===== config.mk =====
export PLATFORM = sky130hd
export DESIGN_NAME = coef_loader
export DESIGN_NICKNAME = d
export VERILOG_FILES = /design/src/rtl/coef_pkg.sv /design/src/rtl/coef_shift_reg.sv /design/src/rtl/coef_loader.sv
export SDC_FILE = /design/constraint.sdc
export NUM_CORES = 1
export LEC_CHECK = 0
export ABC_AREA = 0
export BUFFER_PORTS_ARGS = -buffer_cell sky130_fd_sc_hd__buf_2
export CAP_MARGIN = 20
export CORE_UTILIZATION = 45
export CTS_CLUSTER_SIZE = 28
export DETAILED_ROUTE_END_ITERATION = 10
export PLACE_DENSITY = 0.73
export SYNTH_ARGS = -nofsm -noshare
export SYNTH_HDL_FRONTEND = slang
export SYNTH_SLANG_ARGS = --single-unit

===== constraint.sdc =====
create_clock -name CLK -period 6.2 [get_ports CLK]
set_clock_uncertainty 0.05 [all_clocks]
set_input_delay 0.31 -clock CLK [delete_from_list [all_inputs] [get_ports CLK]]
set_output_delay 0.31 -clock CLK [all_outputs]
set_load 0.03 [all_outputs]

===== src/rtl/coef_pkg.sv =====
// Shared constants and FSM state type for the FIR coefficient loader.
package coef_pkg;
  localparam int NB = 8;
  localparam int NT = 10;
  localparam int CW = $clog2(NT + 2);

  typedef enum logic [1:0] {
    S_IDLE  = 2'd0,
    S_LOAD  = 2'd1,
    S_CHECK = 2'd2
  } coef_state_e;
endpackage


===== src/rtl/coef_shift_reg.sv =====
// Shadow register collecting NT+1 coefficient bytes; the first byte shifted in ends up in the top slot.
module coef_shift_reg
  import coef_pkg::*;
(
  input  logic                   CLK,
  input  logic                   clr,
  input  logic                   shift_en,
  input  logic [NB-1:0]          din,
  output logic [(NT+1)*NB-1:0]   dout
);

  always_ff @(posedge CLK) begin
    if (clr) begin
      dout <= '0;
    end else if (shift_en) begin
      dout <= {dout[NT*NB-1:0], din};
    end
  end

endmodule


===== src/rtl/coef_loader.sv =====
// Byte-serial coefficient loader: assembles NT+1 coefficients, verifies a mod-2^NB checksum
// and commits the whole set to B in a single cycle.
//
// Stream contract: CIN is consumed on every rising CLK edge where CVIN=1 and CSTART=0 while a
// load is in progress; there is no back-pressure, and CSTART always wins over a same-cycle byte.
module coef_loader
  import coef_pkg::*;
(
  input  logic                  CLK,
  input  logic                  RST,
  input  logic                  CSTART,
  input  logic [NB-1:0]         CIN,
  input  logic                  CVIN,
  output logic [(NT+1)*NB-1:0]  B,
  output logic                  BUSY,
  output logic                  DONE,
  output logic                  ERR,
  output coef_state_e           dbg_state
);

  coef_state_e           state_q, state_d;
  logic [CW-1:0]         cnt_q, cnt_d;
  logic [NB-1:0]         sum_q, sum_d;
  logic                  clr, shift_en, commit, mismatch;
  logic [(NT+1)*NB-1:0]  shadow;

  coef_shift_reg u_shift (
    .CLK      (CLK),
    .clr      (clr | RST),
    .shift_en (shift_en),
    .din      (CIN),
    .dout     (shadow)
  );

  always_comb begin
    state_d  = state_q;
    cnt_d    = cnt_q;
    sum_d    = sum_q;
    clr      = 1'b0;
    shift_en = 1'b0;
    commit   = 1'b0;
    mismatch = 1'b0;
    if (CSTART) begin
      state_d = S_LOAD;
      cnt_d   = '0;
      sum_d   = '0;
      clr     = 1'b1;
    end else begin
      case (state_q)
        S_LOAD: begin
          if (CVIN) begin
            shift_en = 1'b1;
            sum_d    = sum_q + CIN;
            cnt_d    = cnt_q + CW'(1);
            if (cnt_q == CW'(NT)) state_d = S_CHECK;
          end
        end
        S_CHECK: begin
          if (CVIN) begin
            commit   = (CIN == sum_q);
            mismatch = (CIN != sum_q);
            state_d  = S_IDLE;
          end
        end
        default: state_d = S_IDLE;
      endcase
    end
  end

  always_ff @(posedge CLK) begin
    if (RST) begin
      state_q <= S_IDLE;
      cnt_q   <= '0;
      sum_q   <= '0;
      B       <= '0;
      DONE    <= 1'b0;
      ERR     <= 1'b0;
    end else begin
      state_q <= state_d;
      cnt_q   <= cnt_d;
      sum_q   <= sum_d;
      DONE    <= commit;
      ERR     <= mismatch;
      if (commit) B <= shadow;
    end
  end

  assign BUSY      = (state_q != S_IDLE);
  assign dbg_state = state_q;

endmodule


## Word level (Yosys, flattened, before mapping)

Index checks and enable logic that the tools add are counted.

- Latch bits: 0
- Word-level logic and storage cells: 42
- Bits in read-only memories: 0
- Memories: 0
- RAM bits: 0
- Bits in registers: 192

- Add/sub/neg operators: 2
- Magnitude comparators: 0
- Equal/unequal tests: 11
- Multiplexer cells: 12
- Bitwise operators: 3
- Multiply operators: 0
- Div/mod/pow operators: 0
- Shifts and indexed selects: 0
- Reduce and logical (&&, ||, !) cells: 6

Operator list:

| cell | number |
|---|---|
| 3-bit != test (second input constant) | 3 |
| 8-bit adder | 1 |
| 8-bit equality test | 1 |
| 1-bit 2-to-1 mux | 8 |
| 8-bit != test | 1 |
| 2-bit 2-to-1 mux | 3 |
| 2-bit != test (second input constant) | 3 |
| 3-bit AND reduction | 2 |
| 4-bit by 1-bit adder with 4-bit output (second input constant) | 1 |
| 4-bit equality test (second input constant) | 1 |
| 2-bit one-hot mux with 2 select lines | 1 |
| 4-bit OR reduction | 1 |
| 2-bit by 1-bit equality test with 1-bit output (second input constant) | 1 |
| 2-bit equality test (second input constant) | 1 |
| 1-bit NOT | 2 |
| 2-bit AND reduction | 1 |
| 2-bit nonzero test | 1 |
| 2-bit OR reduction | 1 |
| 1-bit OR | 1 |

## Longest topological paths before layout

Gate-level depths: netlist of the first run.

- Depth after elaboration: 5
- Mapped depth: 9
- Gate-level depth less buffers: 7

## Hierarchy

From an unflattened synthesis of the first run, not the netlist that was laid out.

- Cells, all modules: 775
- Area total of the unflattened synthesis: 7041.8 um^2

By module, submodules not included:

| module | area an instance (um^2) | times used | cells each |
|---|---|---|---|
| coef_loader | 3927.5 | 1 | 491 |
| coef_shift_reg | 3114.2 | 1 | 284 |

## Worst setup path before layout of the first run

Ideal clock, no wire load.

- Path kind: input-to-reg
- Start: in CIN[6]
- End: reg B[68]
- Data arrival time: 1896 ps
- Cell stages on the path: 9
- Slack: 4122 ps
- Path through: ha_1 -> nor4_1 -> nand3_1 -> or3_1 -> buf_2 -> buf_6 -> buf_6 -> nand2_1 -> a21oi_1

- Word-level cells in the longest chain between the ends: 4

RTL lines:

| item | RTL line | text |
|---|---|---|
| from (decl) | coef_loader.sv:12 | `input logic [NB-1:0] CIN,` |
| 8-bit equality test | coef_loader.sv:60 | `commit = (CIN == sum_q);` |
| 1-bit 2-to-1 mux | coef_loader.sv:59 | `if (CVIN) begin` |
| 1-bit 2-to-1 mux | coef_loader.sv:49 | `case (state_q)` |
| 1-bit 2-to-1 mux | coef_loader.sv:43 | `if (CSTART) begin` |
| to (signal assigned) | coef_loader.sv:84 | `if (commit) B <= shadow;` |
| to (decl) | coef_loader.sv:14 | `output logic [(NT+1)*NB-1:0] B,` |

No other way between the ends.
A chain may end at the register's enable or synchronous reset.

## Worst setup path in the final report of the first run

- Start: reg sum_q[6]
- End: reg B[66]

- Word-level cells in the longest chain between the ends: 4

RTL lines:

| item | RTL line | text |
|---|---|---|
| from (decl) | coef_loader.sv:23 | `logic [NB-1:0] sum_q, sum_d;` |
| from (signal assigned) | coef_loader.sv:81 | `sum_q <= sum_d;` |
| 8-bit equality test | coef_loader.sv:60 |  |
| 1-bit 2-to-1 mux | coef_loader.sv:59 |  |
| 1-bit 2-to-1 mux | coef_loader.sv:49 |  |
| 1-bit 2-to-1 mux | coef_loader.sv:43 |  |

No other way between the ends.

==> flow_summary.toml, run 1 <==
[synth]
post_synth.cell_area_avg_um2 = 7.93
mappedNetlistNets = 893
synth_seq_cells = 192
netlist_top_cells_area = "sky130_fd_sc_hd__dfxtp_1, sky130_fd_sc_hd__nand2_1, sky130_fd_sc_hd__a21oi_1"
syn_inst = 871
synth_top_area_share = 0.557
number_of_unique_standard_cell_types_used_by_synthesis = 35
ys_seq_area_frac = 0.557
synth_top_area_cell = "sky130_fd_sc_hd__dfxtp_1"
yosysWarnings = 0
netlist_area_um2 = 6910

[final_layout]
nNetsFinal = 960
layout.filler_cells = 1456
layout-area-overhead-vs-synth_pct = 17.1
layout_cell_share_with_drive_strength_beyond_1 = 0.153
layout.core_utilization = 0.548

[outcome]
run_status = "finished, final reports clean"

[die]
start_util = 0.468
die_x_um = 126
num_rows = 44
design.core.area_um2 = 14800
floorplan.die_area_um2 = 15800
boundaryPins = 105
die_h_um = 126

[clock_network]
cts_setup_buffers = 0
cts_buffer_depth = 2
clock_tree_from_tritoncts = "built"
cts-buffers-inserted = 17
clk_root_buffer_cell = "sky130_fd_sc_hd__clkbuf_16"
cts_resized = 0
cts.sink_count = 192
ctsHoldBuffers = 0
ctsHtreeMaxLevel = 4
clk_pin_slew_ns = 0.07
clk_latency_ns = 0.43

[route]
vias = 5807
drtIter0Drc = 387
wire_per_inst_um = 13.7
drt_first_pass_iters = 6
ant_nets = 0
wl_mm = 15.6
detailed_route_drc_error_count = 0
drt-vias-per-instance = 5.12

[timing]
post-route-min-period_ns = 2.58
final_critical_path_setup_slack_ns = 3.62
setup_tns_ns = 0
timing.final.crit_share = 0.417
setup-violations-final = 0
achievable-frequency_mhz = 387
actual_slew_at_the_worst_max_slew_pin_ns = 1.06
final_hold_viol_count = 0
rsz0062_at_grt = "false"
timing.slew.headroom = 0.291
timing.final.max_slew_violations = 0

[setup_path]
cp_data_arrival_time_ns = 2.88
timing.critical_path.required_ns = 6.50
critical_path.reg2reg.startpoint = "sum_q[6]"
critical_path_class = "reg2reg"
critical_path_peak_fanout = 88
setup.worst_path.start_class = "register"
cp-end-kind = "register"
crit_path_start = "sum_q[6]"

[place]
hpwl_mm = 9.40
portBuffers = 104
setup_slack_placement_ns = 3.23
finalWeightedCongestion = 0.776

[min_path]
worstHoldPathType = "in2reg"
worst_hold_path_startpoint = "CIN[4]"

[global_route]
number_of_global_route_vias_before_repair = 5195
globalRouteOverflowTotal = 0
antenna_found_initial = 1
track_usage = 0.204
grt_start_max_net_pins = 103
grt_pass1_wl_mm = 25.7

[job]
drv_cap = 0

[pwr]
power-per-cell-area_nw_per_um2 = 305
vdd_ir_drop_max_mv = 0.191
total_leakage_power_nw = 2.93
## metrics by stage
stage	power [mW]	hold WS [ns]	area, um2	instances
floorplan	1.32	0.378	6910	871
finish	2.46	0.0888	8080	1135
global placement	1.34	0.391	7450	1103
global route	2.55	0.0819	8080	1134
CTS	2.48	0.0770	8080	1134
detailed placement	1.34	0.394	7450	1103
## final timing paths
| check | depth (start not counted) | slack (ns) | endpoint |
|---|---|---|---|
| worst max register to register | 7 | 3.62 | B[66] |
| worst min-delay path | 3 | 0.09 | u_shift.dout[4] |
| worst max-delay path | 7 | 3.62 | B[66] |
| worst min register to register | 2 | 0.40 | B[75] |
## synthesized netlist by cell type
library cell                 n
sky130_fd_sc_hd__nor4_1      2
sky130_fd_sc_hd__mux2i_1     1
sky130_fd_sc_hd__buf_1       2
sky130_fd_sc_hd__nor3b_1     1
sky130_fd_sc_hd__nor3_1      3
sky130_fd_sc_hd__a31oi_1     1
sky130_fd_sc_hd__buf_4       1
sky130_fd_sc_hd__fa_1        1
sky130_fd_sc_hd__o21a_1      1
sky130_fd_sc_hd__a21o_1      2
sky130_fd_sc_hd__dfxtp_1   192
sky130_fd_sc_hd__or3_1       3
sky130_fd_sc_hd__o311ai_0    1
sky130_fd_sc_hd__buf_2      11
sky130_fd_sc_hd__nor3_2      1
sky130_fd_sc_hd__o21ai_0     3
sky130_fd_sc_hd__a311o_1     1
sky130_fd_sc_hd__ha_1        9
sky130_fd_sc_hd__nand3_1     4
sky130_fd_sc_hd__xor2_1      2
sky130_fd_sc_hd__o31ai_1     1
sky130_fd_sc_hd__nand3b_1    1
sky130_fd_sc_hd__nand2_1   365
sky130_fd_sc_hd__or2_2       2
sky130_fd_sc_hd__nor2_1     10
sky130_fd_sc_hd__and3_1      2
sky130_fd_sc_hd__inv_1       3
sky130_fd_sc_hd__xnor2_1     5
sky130_fd_sc_hd__a211oi_1    3
sky130_fd_sc_hd__o41ai_1     1
sky130_fd_sc_hd__nand4b_1    1
sky130_fd_sc_hd__clkbuf_1   44
sky130_fd_sc_hd__nand4_1     2
sky130_fd_sc_hd__a21oi_1   186
sky130_fd_sc_hd__buf_6       3
## report_power, final
group	switching, mW	internal [mW]	leakage, nW	total, mW
combinational	0.0548	0.0147	1.08	0.0695
sequential	0.00326	1.24	1.55	1.24
clock	0.450	0.703	0.305	1.15
total	0.508	1.95	2.93	2.46
## routing by layer
metal / track usage / vias to the layer above / part of all wire
met5: 0 / - / 0
met4: 0.0687 / 0 / 0.014
met3: 0.0531 / 17 / 0.047
met2: 0.320 / 129 / 0.47
met1: 0.272 / 2688 / 0.46
li1: - / 2973 / -
## sequential cells by signal (all words and copies together) (netlist names)
| signal | count |
|---|---|
| dbg_state | 2 |
| sum_q | 8 |
| B | 88 |
| DONE | 1 |
| cnt_q | 4 |
| u_shift.dout | 88 |
| ERR | 1 |
## critical path: stages, from the launching register on
cell and delay (ns):
sky130_fd_sc_hd__dfxtp_1 0.32, sky130_fd_sc_hd__ha_1 0.35, sky130_fd_sc_hd__nor4_1 0.28, sky130_fd_sc_hd__nand3_1 0.20
sky130_fd_sc_hd__nor3_4 0.19, sky130_fd_sc_hd__buf_4 0.73, sky130_fd_sc_hd__nand2_1 0.16, sky130_fd_sc_hd__a21oi_1 0.19
## logic make-up (layout without fill, tap and decap cells)
family / Yosys count / count (layout) / synth area share
muxes: 1 / 1 / 0.00145
adders and majority gates: 10 / 10 / 0.0192
other: 0 / 1 / 0
DFF: 192 / 192 / 0.557
and+or+nand+nor: 397 / 397 / 0.224
AOI/OAI and AO/OA: 200 / 200 / 0.149
buffers and inverters: 64 / 143 / 0.0406
xor gates and xnor gates: 7 / 7 / 0.00888
## cell usage in the layout (no fill, tap or decap), types with 4 or more instances in the layout
master / instances
sky130_fd_sc_hd__nand2_1: 365
sky130_fd_sc_hd__ha_1: 9
sky130_fd_sc_hd__buf_2: 104
sky130_fd_sc_hd__nor2_1: 10
sky130_fd_sc_hd__buf_4: 5
sky130_fd_sc_hd__clkbuf_16: 17
sky130_fd_sc_hd__xnor2_1: 5
sky130_fd_sc_hd__dfxtp_1: 192
sky130_fd_sc_hd__bufinv_16: 4
sky130_fd_sc_hd__a21oi_1: 186
## layout make-up
| class | instances | area [um2] | share of cell area |
|---|---|---|---|
| Antenna cell | 1 | 2.50 | 0.000310 |
| Clock buffer | 21 | 470 | 0.0582 |
| Clock inverter | 10 | 159 | 0.0197 |
| Inverter | 3 | 11.3 | 0.00139 |
| Multi-Input combinational cell | 615 | 2810 | 0.347 |
| Sequential cell | 192 | 3840 | 0.475 |
| Tap cell | 184 | 230 | 0.0285 |
| Timing Repair Buffer | 109 | 558 | 0.0690 |
(Power assumes the default switching activity.)
==> run 2, diff against run 1 <==
==> constraint.sdc (replaced) <==
create_clock -name CLK -period 2.5 [get_ports CLK]
set_clock_uncertainty 0.05 [all_clocks]
set_input_delay 0.125 -clock CLK [delete_from_list [all_inputs] [get_ports CLK]]
set_output_delay 0.125 -clock CLK [all_outputs]
set_load 0.03 [all_outputs]
==> run 2 against run 1 <==
Effect of this change:
- final cell count rose by 1.3%
- combinational power rose to 2.8 times the previous value
- sequential share of layout area fell by 0.86 points
- sequential power rose by 150%
- register-to-register slack got worse by 3.4 ns
- critical path type is now in2reg
- highest routed layer unchanged
- design area rose by 1.8%
- clock-buffer cell count fell by 2
- non-clock buffer count rose by 16
- worst hold slack got worse by 0.047 ns
- first-iteration DRC count fell by 5.7%
- total power rose by 140%
==> flow_summary.toml, run 2 (synthesis gave the netlist of run 1 again) <==
[pwr]
combinationalPowerShare = 0.033
internal_dissipation_mw = 4.64
power.switching_fraction = 0.219
vdd_ir_drop_max_mv = 0.476
clock_power_share = 0.450
power-per-cell-area_nw_per_um2 = 722
part_of_the_total_power_dissipated_in_sequential_elements = 0.517
power_switching_mw = 1.30
total_leakage_power_nw = 3.00

[clock_network]
ctsHtreeMaxLevel = 4
clk_root_buffer_cell = "sky130_fd_sc_hd__clkbuf_16"
cts-buffers-inserted = 17
cts_buffer_depth = 2
clock_tree_from_tritoncts = "built"
cts.sink_count = 192
clk_latency_ns = 0.44
clk_pin_slew_ns = 0.07
cts_setup_buffers = 0

[global_route]
number_of_global_route_vias_before_repair = 5204
grt_pass1_wl_mm = 25.4
grt_start_max_net_pins = 73
globalRouteOverflowTotal = 0
track_usage = 0.200
antenna_found_initial = 0

[place]
portBuffers = 104
hpwl_mm = 9.85
finalWeightedCongestion = 0.789

[route]
drtIter0Drc = 365
drt_first_pass_iters = 5
wire_per_inst_um = 13.5
detailed_route_drc_error_count = 0
wl_mm = 15.5
ant_nets = 0
drt-vias-per-instance = 5.11
vias = 5877

[final_layout]
seq_area_um2 = 3840
nNetsFinal = 976
largest_registers = "B x88, u_shift.dout x88, sum_q x8"
layout_cell_share_with_drive_strength_beyond_1 = 0.159
layout.filler_cells = 1398
multi_input_area_um2 = 2820
layout_commonest_cell = "sky130_fd_sc_hd__nand2_1"
layout.cells.most_common_list = "sky130_fd_sc_hd__nand2_1, sky130_fd_sc_hd__dfxtp_1, sky130_fd_sc_hd__a21oi_1, sky130_fd_sc_hd__buf_2, sky130_fd_sc_hd__clkbuf_16"
antenna-diode-count = 0
layout-area-overhead-vs-synth_pct = 19.2

[outcome]
run_status = "finished, final reports clean"

[min_path]
worstHoldPathType = "in2reg"

[die]
num_rows = 44
boundaryPins = 105
die_h_um = 126
die_x_um = 126
design.core.area_um2 = 14800
start_util = 0.468
floorplan.die_area_um2 = 15800

[timing]
actual_slew_at_the_worst_max_slew_pin_ns = 0.513
setup-violations-final = 0
final_hold_viol_count = 0
timing.final.max_slew_violations = 0
timing.slew.headroom = 0.658
timing.final.crit_share = 0.926
hold_slack_ns = 0.0416
achievable-frequency_mhz = 432
rsz0062_at_grt = "false"
setup_tns_ns = 0
post-route-min-period_ns = 2.31

[setup_path]
setup.worst_path.start_class = "primary input"
critical_path_class = "in2reg"
timing.critical_path.required_ns = 2.74
cp-end-kind = "register"
critical_path_peak_fanout = 47
cp_data_arrival_time_ns = 2.55

[job]
drv_cap = 0
run 2: cell count changes in the layout (fill, tap and decap cells not counted), moves of 2 or more:
cell and delta:
sky130_fd_sc_hd__buf_4 +2, sky130_fd_sc_hd__inv_6 +2, sky130_fd_sc_hd__clkinv_4 +2, sky130_fd_sc_hd__buf_12 +3
sky130_fd_sc_hd__dlygate4sd3_1 +9, sky130_fd_sc_hd__buf_6 +2, sky130_fd_sc_hd__bufinv_16 -2
run 2: area by class of cell:
type	count	area share
Timing Repair Buffer	125	0.0906
Clock buffer	19	0.0550
Sequential cell	192	0.467
Multi-Input combinational cell	615	0.342
Inverter	3	0.00137
Tap cell	184	0.0280
Clock inverter	12	0.0163
run 2: what timing repair did:
action,in CTS,in global routing
setup endpoints to repair,0,88
resized for setup,0,3
hold buffers,9,0
endpoints found under the hold margin,9,0
run 2: final timing paths:
| kind | cells after the start | slack, ns | from | to |
|---|---|---|---|---|
| max | 9 | 0.19 | CIN[6] | B[76] |
| min | 4 | 0.04 | CVIN | dbg_state[1] |
| max reg2reg | 7 | 0.25 | sum_q[6] | B[76] |
| min reg2reg | 2 | 0.40 | B[86] | B[86] |
run 2: per-stage QoR:
stage          instance area [um2]  cells  setup WS (ns)  utilization  total power, mW
6_report                      8230   1150          0.186        0.558             5.95
5_1_grt                       8230   1150         0.0451        0.558             6.14
4_1_cts                       8220   1150         0.0993        0.557             6.00
3_5_place_dp                  7540   1110          0.175        0.511             3.33
3_3_place_gp                  7540   1110          0.236        0.511             3.33
2_1_floorplan                 6910    871          0.451            -             3.27
run 2: worst max-delay path, cell delays in order:
cell and delay [ns]:
sky130_fd_sc_hd__dlygate4sd3_1 0.53, sky130_fd_sc_hd__buf_2 0.14, sky130_fd_sc_hd__ha_1 0.37, sky130_fd_sc_hd__nor4_2 0.26
sky130_fd_sc_hd__nand3_1 0.18, sky130_fd_sc_hd__or3_2 0.52, sky130_fd_sc_hd__buf_6 0.24, sky130_fd_sc_hd__nand2_1 0.11
sky130_fd_sc_hd__a21oi_1 0.07
run 2: metal layers:
layer	vias to the layer above	part of all wire	track usage	routed length [um]
met1	2731	0.47	0.264	7300
met3	17	0.052	0.0442	803
met5	-	0	0	0
met4	0	0.014	0.0815	218
li1	3000	-	-	-
met2	129	0.46	0.316	7220
run 2: power groups by stage:
| stage | sequential, mW | combinational [mW] | clock, mW |
|---|---|---|---|
| 2_1_floorplan | 3.14 | 0.125 | 0 |
| 3_3_place_gp | 3.14 | 0.186 | 0 |
| 3_5_place_dp | 3.14 | 0.185 | 0 |
| 4_1_cts | 3.07 | 0.196 | 2.73 |
| 5_1_grt | 3.07 | 0.216 | 2.85 |
| 6_report | 3.07 | 0.196 | 2.68 |
==> run 3, diff against run 2 <==
--- a/config.mk
+++ b/config.mk
@@ -5,13 +5,14 @@
 export SDC_FILE = /design/constraint.sdc
 export NUM_CORES = 1
 export LEC_CHECK = 0
-export ABC_AREA = 0
+export ABC_AREA = 1
 export BUFFER_PORTS_ARGS = -buffer_cell sky130_fd_sc_hd__buf_2
 export CAP_MARGIN = 20
 export CORE_UTILIZATION = 45
 export CTS_CLUSTER_SIZE = 28
 export DETAILED_ROUTE_END_ITERATION = 10
-export PLACE_DENSITY = 0.73
+export PLACE_DENSITY = 0.72
+export RECOVER_POWER = 50
 export SYNTH_ARGS = -nofsm -noshare
 export SYNTH_HDL_FRONTEND = slang
 export SYNTH_SLANG_ARGS = --single-unit
==> constraint.sdc (replaced) <==
create_clock -name CLK -period 2.5 [get_ports CLK]
set_clock_uncertainty 0.05 [all_clocks]
set_input_delay 0.75 -clock CLK [delete_from_list [all_inputs] [get_ports CLK]]
set_output_delay 0.75 -clock CLK [all_outputs]
set_load 0.03 [all_outputs]
==> run 3 against run 2 <==
Effect of this change:
- critical path type is now reg2reg
- synthesized cell count up 21%
- combinational power up 36%
- utilization down 2.2 points
- worst hold slack better by 0.38 ns
- non-clock buffer count down 3
- register-to-register slack better by 0.17 ns
- highest routed layer unchanged
- die area up 10%
- clock-buffer cell count up 3
- clock power about the same
- wire length up 10%
==> flow_summary.toml, run 3 <==
[outcome]
run_status = "finished, final reports clean"

[setup_path]
ff2ff_path_depth = 6
crit_path_start = "dbg_state[0]"
setup.worst_path.start_class = "register"
ff2ff_setup_slack_ns = 0.42
critical_path_peak_fanout = 46
critical_path.reg2reg.startpoint = "dbg_state[0]"
timing.critical_path.required_ns = 2.76
cp-end-kind = "register"
r2r-end = "u_shift.dout[0]"
cp_data_arrival_time_ns = 2.34
critical_path_class = "reg2reg"

[place]
portBuffers = 104
setup_slack_placement_ns = 0.106
placedInstanceArea_um2 = 8340
hpwl_mm = 11.1
finalWeightedCongestion = 0.852
number_of_placed_instances_with_taps_included = 1331

[clock_network]
ctsHtreeMaxLevel = 4
cts_resized = 0
ctsHoldBuffers = 0
clk_root_buffer_cell = "sky130_fd_sc_hd__clkbuf_16"
cts_setup_buffers = 0
clock_tree_from_tritoncts = "built"
clk_pin_slew_ns = 0.07
cts-buffers-inserted = 17
clk_latency_ns = 0.43
cts.sink_count = 192
cts_buffer_depth = 2

[synth]
yosysMostFrequentCell = "sky130_fd_sc_hd__nand2_1"
netlist_top_cells_area = "sky130_fd_sc_hd__dfxtp_1, sky130_fd_sc_hd__nand2_1, sky130_fd_sc_hd__nor2_1"
postSynth.asyncResetShare = 0
synth_top_area_cell = "sky130_fd_sc_hd__dfxtp_1"
synthFlopType = "sky130_fd_sc_hd__dfxtp_1"
netlist_area_um2 = 7610
ys_top_cells_by_count = "sky130_fd_sc_hd__nand2_1, sky130_fd_sc_hd__nor2_1, sky130_fd_sc_hd__dfxtp_1"
mappedNetlistNets = 1073
ys_seq_area_frac = 0.505
synth_top_area_share = 0.505
synth_enable_flop_cells = 0
syn_inst = 1051
post_synth.cell_area_avg_um2 = 7.24
synth_seq_cells = 192
number_of_unique_standard_cell_types_used_by_synthesis = 28
yosysWarnings = 0

[global_route]
grt_start_max_net_pins = 108
grt_pass1_wl_mm = 28.2
track_usage = 0.203
number_of_global_route_vias_before_repair = 5700
antenna_found_initial = 0
globalRouteOverflowTotal = 0

[final_layout]
largest_registers = "B x88, u_shift.dout x88, sum_q x8"
layout.cells.non_filler = 1363
layout_cell_share_with_drive_strength_beyond_1 = 0.0989
nNetsFinal = 1152
antenna-diode-count = 0
layout.cells.most_common_list = "sky130_fd_sc_hd__nand2_1, sky130_fd_sc_hd__nor2_1, sky130_fd_sc_hd__dfxtp_1, sky130_fd_sc_hd__inv_1, sky130_fd_sc_hd__o21ai_0"
layout_commonest_cell = "sky130_fd_sc_hd__nand2_1"
finalInstanceArea_um2 = 8850
layout-area-overhead-vs-synth_pct = 16.3

[timing]
achievable-frequency_mhz = 481
post-route-min-period_ns = 2.08
final_critical_path_setup_slack_ns = 0.419
hold_slack_ns = 0.422
final_hold_viol_count = 0
timing.slew.headroom = 0.372
setup_tns_ns = 0
actual_slew_at_the_worst_max_slew_pin_ns = 0.943
timing.final.max_slew_violations = 0
rsz0062_at_grt = "false"
timing.final.crit_share = 0.832
setup-violations-final = 0

[pwr]
power-per-cell-area_nw_per_um2 = 684
vdd_ir_drop_max_mv = 0.498
total_leakage_power_nw = 4.42

[die]
die_h_um = 132
die_x_um = 132
floorplan.die_area_um2 = 17400
num_rows = 47
boundaryPins = 105
design.core.area_um2 = 16500
start_util = 0.460

[route]
detailed_route_drc_error_count = 0
wire_per_inst_um = 12.6
drt_first_pass_iters = 5
drt-vias-per-instance = 4.71
wl_mm = 17.1
ant_nets = 0
drtIter0Drc = 435
vias = 6416

[min_path]
timing.hold.worst_path_depth = 2
worst_hold_path_startpoint = "u_shift.dout[26]"
worst_case_hold_path_end_point = "u_shift.dout[26]"
worstHoldPathType = "reg2reg"

[job]
drv_cap = 0
## run 3: cell families (layout without fill, tap and decap cells)
logic type | after synthesis | after routing | synth area share
simple gates | 448 | 448 | 0.228
buf+inv | 213 | 305 | 0.115
flops | 192 | 192 | 0.505
compound gates | 185 | 185 | 0.130
fa+ha+maj | 10 | 10 | 0.0174
xor+xnor | 3 | 3 | 0.00345
## run 3: layout make-up
| class | instances | area [um2] |
|---|---|---|
| Fill cell | 1599 | 7670 |
| Sequential cell | 192 | 3840 |
| Multi-Input combinational cell | 646 | 2890 |
| Timing Repair Buffer | 122 | 689 |
| Inverter | 151 | 567 |
| Clock buffer | 22 | 484 |
| Tap cell | 220 | 275 |
| Clock inverter | 10 | 103 |
## run 3: power breakdown
| part | switching, mW | internal [mW] | leakage, nW | total, mW |
|---|---|---|---|---|
| clock network | 1.17 | 1.49 | 0.272 | 2.66 |
| registers | 0.0309 | 3.10 | 1.55 | 3.13 |
| logic | 0.181 | 0.0846 | 2.59 | 0.266 |
| total | 1.39 | 4.67 | 4.42 | 6.06 |
## run 3: critical path: stages, from the launching register on
cell	delay (ns)
sky130_fd_sc_hd__dfxtp_1	0.43
sky130_fd_sc_hd__nand2_1	0.10
sky130_fd_sc_hd__nor2_1	0.32
sky130_fd_sc_hd__nand2_1	0.42
sky130_fd_sc_hd__buf_12	0.32
sky130_fd_sc_hd__o21ai_0	0.24
sky130_fd_sc_hd__a21oi_1	0.06
## run 3: worst max path at each step
stage               slack (ns)         endpoint  cells after the start
global route              0.25  u_shift.dout[0]                      6
finish                    0.42  u_shift.dout[0]                      6
detailed placement        0.11            B[67]                      9
CTS                       0.53             BUSY                      3
floorplan                 0.37            B[58]                      9
global placement          0.11            B[67]                      9
## run 3: routing by layer
layer  vias to the layer above  track usage  wire length, um
met2                       159        0.325             7870
met4                         0       0.0853              346
li1                       3392            -                -
met5                         -            0                0
met3                        20       0.0381              773
met1                      2845        0.269             8150
## run 3: metrics by stage
| stage | utilization | total power, mW |
|---|---|---|
| 2_1_floorplan | - | 3.37 |
| 3_3_place_gp | 0.505 | 3.46 |
| 3_5_place_dp | 0.505 | 3.47 |
| 4_1_cts | 0.540 | 6.11 |
| 5_1_grt | 0.536 | 6.29 |
| 6_report | 0.536 | 6.06 |
